**src/rtl/mult_seq_driver.sv**
```systemverilog
// Hardware initiator and checker for the 8-bit add/shift multiplier (Processor).
// Optional failed-check counter enabled by defining MULT_SEQ_ERRCNT_EN.
//
// state  | meaning
// IDLE   | waiting for Start, all strobes low
// LOAD   | Reset_Load_Clear high, SW = B
// GAP    | strobes low, SW = B for one cycle then A
// RUN    | Run high, SW = A
// SETTLE | Run low, SW = A, waiting for DUT outputs
// CHECK  | sample {Aval,Bval}/Xval, compute Pass
// DONE   | one-cycle Done pulse
module mult_seq_driver #(
  parameter int LOAD_CYCLES   = 4,
  parameter int RUN_CYCLES    = 24,
  parameter int SETTLE_CYCLES = 4
) (
  input  logic        Clk,
  input  logic        Reset,
  input  logic        Start,
  input  logic [7:0]  Op_A,
  input  logic [7:0]  Op_B,
  output logic        Reset_Load_Clear,
  output logic        Run,
  output logic [7:0]  SW,
  input  logic [7:0]  Aval,
  input  logic [7:0]  Bval,
  input  logic        Xval,
  output logic        Busy,
  output logic        Done,
  output logic [15:0] Product,
  output logic [15:0] Expected,
  output logic        Pass,
  output logic [7:0]  Err_Count
);

  typedef enum logic [2:0] {IDLE, LOAD, GAP, RUN, SETTLE, CHECK, DONE} state_t;

  localparam int CW = 8;
  localparam logic [CW-1:0] LOAD_TC   = CW'(LOAD_CYCLES - 1);
  localparam logic [CW-1:0] RUN_TC    = CW'(RUN_CYCLES - 1);
  localparam logic [CW-1:0] SETTLE_TC = CW'(SETTLE_CYCLES - 1);

  state_t        state;
  logic [CW-1:0] cnt;
  logic [7:0]    op_a_q;
  logic [7:0]    op_b_q;
  logic [15:0]   prod_next;
  logic          pass_next;

  // Sign-extending both operands to 16 bits makes the low half of the
  // unsigned product equal to the signed two's-complement product.
  assign prod_next = {{8{Op_A[7]}}, Op_A} * {{8{Op_B[7]}}, Op_B};
  assign pass_next = ({Aval, Bval} == Expected) && (Xval == Expected[15]);

`ifdef MULT_SEQ_ERRCNT_EN
  logic [7:0] err_q;
  assign Err_Count = err_q;
`else
  assign Err_Count = 8'h00;
`endif

  always_ff @(posedge Clk) begin
    if (Reset) begin
      state            <= IDLE;
      cnt              <= '0;
      op_a_q           <= 8'h00;
      op_b_q           <= 8'h00;
      Reset_Load_Clear <= 1'b0;
      Run              <= 1'b0;
      SW               <= 8'h00;
      Busy             <= 1'b0;
      Done             <= 1'b0;
      Product          <= 16'h0000;
      Expected         <= 16'h0000;
      Pass             <= 1'b0;
`ifdef MULT_SEQ_ERRCNT_EN
      err_q            <= 8'h00;
`endif
    end else begin
      case (state)
        IDLE: begin
          if (Start) begin
            op_a_q           <= Op_A;
            op_b_q           <= Op_B;
            Expected         <= prod_next;
            SW               <= Op_B;
            Reset_Load_Clear <= 1'b1;
            Busy             <= 1'b1;
            cnt              <= LOAD_TC;
            state            <= LOAD;
          end
        end
        LOAD: begin
          if (cnt == '0) begin
            Reset_Load_Clear <= 1'b0;
            cnt              <= LOAD_TC;
            state            <= GAP;
          end else begin
            cnt <= cnt - 1'b1;
          end
        end
        GAP: begin
          // B stays on the bus for the first GAP cycle so the load edge is clean.
          SW <= op_a_q;
          if (cnt == '0) begin
            Run   <= 1'b1;
            cnt   <= RUN_TC;
            state <= RUN;
          end else begin
            cnt <= cnt - 1'b1;
          end
        end
        RUN: begin
          if (cnt == '0) begin
            Run   <= 1'b0;
            cnt   <= SETTLE_TC;
            state <= SETTLE;
          end else begin
            cnt <= cnt - 1'b1;
          end
        end
        SETTLE: begin
          if (cnt == '0) state <= CHECK;
          else           cnt   <= cnt - 1'b1;
        end
        CHECK: begin
          Product <= {Aval, Bval};
          Pass    <= pass_next;
`ifdef MULT_SEQ_ERRCNT_EN
          if (!pass_next && (err_q != 8'hFF)) err_q <= err_q + 8'h01;
`endif
          SW      <= 8'h00;
          Busy    <= 1'b0;
          Done    <= 1'b1;
          state   <= DONE;
        end
        DONE: begin
          Done  <= 1'b0;
          state <= IDLE;
        end
        default: state <= IDLE;
      endcase
    end
  end

endmodule

```
**config.mk**
```make
export PLATFORM = sky130hd
export DESIGN_NAME = mult_seq_driver
export DESIGN_NICKNAME = d
export VERILOG_FILES = /design/src/rtl/mult_seq_driver.sv
export SDC_FILE = /design/constraint.sdc
export NUM_CORES = 1
export LEC_CHECK = 0
export CORE_MARGIN = 1.5
export CORE_UTILIZATION = 34
export CTS_BUF_LIST = sky130_fd_sc_hd__clkbuf_2 sky130_fd_sc_hd__clkbuf_4 sky130_fd_sc_hd__clkbuf_8
export DETAILED_ROUTE_END_ITERATION = 10
export MAX_ROUTING_LAYER = met4
export PLACE_DENSITY_LB_ADDON = 0.08
export SYNTH_ARGS = -nofsm -noshare
export SYNTH_HDL_FRONTEND = slang
export SYNTH_SLANG_ARGS = --single-unit
```
**constraint.sdc**
```tcl
create_clock -name Clk -period 6.6 [get_ports Clk]
set_input_delay 1.65 -clock Clk [delete_from_list [all_inputs] [get_ports Clk]]
set_output_delay 1.65 -clock Clk [all_outputs]
set_load 0.005 [all_outputs]
```
==> reports/results.md <==
| Metric | Value |
|:---|:---|
| Launch point of the worst reg-to-reg path | state[2] |
| Non-filler cells, final | 946 |
| Fraction of final layout cells sized beyond drive strength 1 | 4.63% |
| Largest net degree at the start of global routing | 70 |
| Placer Congestion | 0.830 |
| Yosys top cell area share | 23.9% |
| Timing endpoint of the critical path | Expected[14] |
| Remaining global-route overflow | 0 |
| Top cell family by delay on the critical path | adder cells |
| Unrepaired setup endpoints after global routing | no |
| Fin. max-slew vios | 0 |
| Via density per instance | 4.72 |
| Initial DRT Pass Iterations | 4 |
| Data arrival time of the worst path | 6.41 ns |
| Final standard cell area without fillers | 6550 um2 |
| Actual transition at the worst max-transition pin | 0.840 ns |
| Maximum operating frequency | 163 MHz |
| Final hold slack | 0.456 ns |
| Final period util | 93.2% |
| Dominant cell type by area after synthesis | dfxtp_1 |
| Slowest cell on the critical path | clkdlybuf4s50_1 |
| Fraction of synthesis flops using an asynchronous set or reset pin | 0% |
| Number of antenna violations at the first check in global routing | 0 |
| Top post-synthesis cells by count | nand2_1, inv_1, a21oi_1 |
| Final Hold Vio Count | 0 |
| Number of buffers inserted for hold repair after clock tree synthesis | 0 |
| Slowest Stage Delay on Critical Path | 0.77 ns |
| Ports | 89 |
| Vias | 4,466 |
| Buffer levels on the longest clock path | 2 |
| Clk Tree Root Cell | clkbuf_8 |
| Accumulated negative setup slack | 0 ns |
| Count of antenna-violating nets left after detailed routing | 0 |
| Crit Reg-Reg Endpoint | SW[5] |
| Req. time, crit path | 6.86 ns |
| Share of the yosys chip area belonging to registers | 23.9% |
| Total of fill cells in the finished design | 1,578 |
| Element type at the critical path end | flop |
| Post-layout util | 42.8% |
| Mean instance size in the synthesized netlist | 8.19 um2 |
| Dominant register cell in the synthesized netlist | dfxtp_1 |
| Worst-case clock skew | 0.00844 ns |
| Cell area after synthesis | 5360 um2 |
| Flip-flop and latch count after synthesis | 64 |
| Number of input and output port buffers inserted | 80 |
| Via count of the first global-routing pass | 4,684 |
| Clock Pin Slew Worst Setup and Hold Paths | 0.07 ns |
| Initial standard-cell utilization of the core | 35.0% |
| Worst setup path start | Op_B[7] |
| DR WL/cell | 14.6 um |
| EDFF count, synth | 0 |
| Number of buffers and inverters on the critical path | 4 |
| Later-pin clock latency in the skew report | 0.35 ns |
| Flop-to-flop setup slack | 4.03 ns |
| Status | finished clean |
| Dominant cell by count in the synthesized netlist | nand2_1 |
| Cell depth of the worst flop-to-flop path | 6 |
| Max-cap violation count | 0 |
| Final setup violating endpoints | 0 |
| Wire length of the first global-routing pass | 23.2 mm |
| Worst hold-check path type | reg2reg |
| Std-Cell Rows | 45 |
| Final wirelength | 13.8 mm |
| Clock tree from TritonCTS | yes |
| Diode insertion count for antenna repair | 0 |
| Cell with the most instances on the worst path | fa_1 |
| Iter 0 DRT Violations | 180 |
| Remaining DRCs | 0 |
| Max_slew headroom | 43.6% |
| Area of the die | 16,500 um2 |
| Number of clock buffers inserted by TritonCTS | 9 |
| Placed Cells | 931 |
| Static power due to leakage | 2.75 nW |
| Total global routing track utilization | 18.4% |
| Type of the worst setup path | in2reg |
| Placement Cell Area | 6360 um2 |
| Number of instances in the synthesized netlist | 655 |
| Origin of the worst min-delay path | op_a_q[3] |
| Post-CTS setup buffer count | 0 |
| Chain of cells forming the critical path | clkdlybuf4s50_1 -> nand2b_1 -> fa_1 -> fa_1 -> inv_1 -> fa_1 -> inv_1 -> fa_1 -> inv_1 -> ha_1 -> o21a_1 -> o31a_1 -> o21ai_0 -> o21ai_0 -> xnor2_1 -> o31ai_1 |
| Cells taking the most area after synthesis | dfxtp_1, fa_1, nand2_1 |
| Core outline area | 15,300 um2 |
| Layout Area Growth over Synthesis | 22.1% |
| Post-cts sizing count | 0 |
| Number of sinks driven by the clock tree | 64 |
| Syn. warnings | 0 |
| Die Y | 129 um |
| Worst ir drop on vdd | 188 uV |
| Number of stages on the worst setup path | 16 |
| Post-layout nets | 853 |
| Sort of element at the start of the critical path | primary input |
| Horiz. Die Dim | 129 um |
| Maximum fanout along the worst path | 10 |
| Power density relative to cell area | 318 nW/um2 |
| Count of distinct cell types in the synthesized netlist | 49 |
| Half-perimeter wire length of the detailed placement result | 10.8 mm |
| Level count of the clock H-tree | 3 |
| Time the worst path needs with I/O delays and setup | 6.15 ns |
==> cells in the final DEF, fill, tap and decap left out, drive strengths merged, types with 11 or more instances in the layout <==
master	instances
a21oi	67
and2	43
buf	11
clkbuf	11
clkdlybuf4s50	79
dfxtp	64
fa	55
ha	31
inv	83
nand2	114
nor2	39
nor2b	11
o21ai	12
xnor2	17
xor2	15
==> metal layers <==
layer | part of all wire (%) | track usage, % | routed length [um]
met2 | 51 | 32.5 | 7020
met3 | 3.0 | 3.49 | 417
met4 | 0.85 | 3.24 | 117
met5 | 0 | - | 0
met1 | 45 | 22.1 | 6240
==> final cells by class <==
cell class                 count  area (um2)  area share (%)
timing repair buffer          90         871            13.3
clock buffer                  11         145            2.22
sequential                    64        1280            19.6
tap                          211         264            4.03
inverter                      83         312            4.76
clock inverter                 4        45.0           0.688
multi-input combinational    483        3630            55.4
==> worst min-delay path, cell delays in order, from the launching register on <==
cell,delay (ns)
dfxtp_1,0.31
nand2_1,0.05
a21oi_1,0.05
==> worst min-delay path by stage <==
stage	to	slack, ns	cells after the start
final	op_a_q[3]	0.46	2
after global routing	Pass	0.47	2
after CTS	op_a_q[2]	0.46	2
after detailed placement	op_a_q[2]	0.45	2
after global placement	Product[0]	0.44	2
after floorplan	op_a_q[0]	0.44	2
==> state kept, by name, summed over array words and instances (netlist names), 3 cells and up <==
name and count:
Expected 16, Product 16, SW 8, cnt 8, op_a_q 8, state 3
==> metrics by stage <==
step	power (mW)	setup WS [ns]
2_1_floorplan	1.43	0.970
3_3_place_gp	1.76	0.206
3_5_place_dp	1.77	0.133
4_1_cts	2.11	0.489
5_1_grt	2.31	0.204
6_report	2.08	0.451
==> power breakdown <==
group,total [mW],internal [mW],switching [mW]
Clock,0.335,0.185,0.150
Combinational,1.22,0.545,0.679
Sequential,0.521,0.450,0.0705
==> cells by family after synthesis <==
kind of cell | after synthesis | share of synthesized area, %
DFF | 64 | 23.9
other | 1 | 0.0699
and+or+nand+nor | 245 | 21.6
buffers and inverters | 115 | 8.94
muxes | 2 | 0.630
adders and majority gates | 86 | 27.8
xor gates and xnor gates | 32 | 5.23
AOI/OAI and AO/OA | 110 | 11.9
Power figures use the tool's default switching activity.
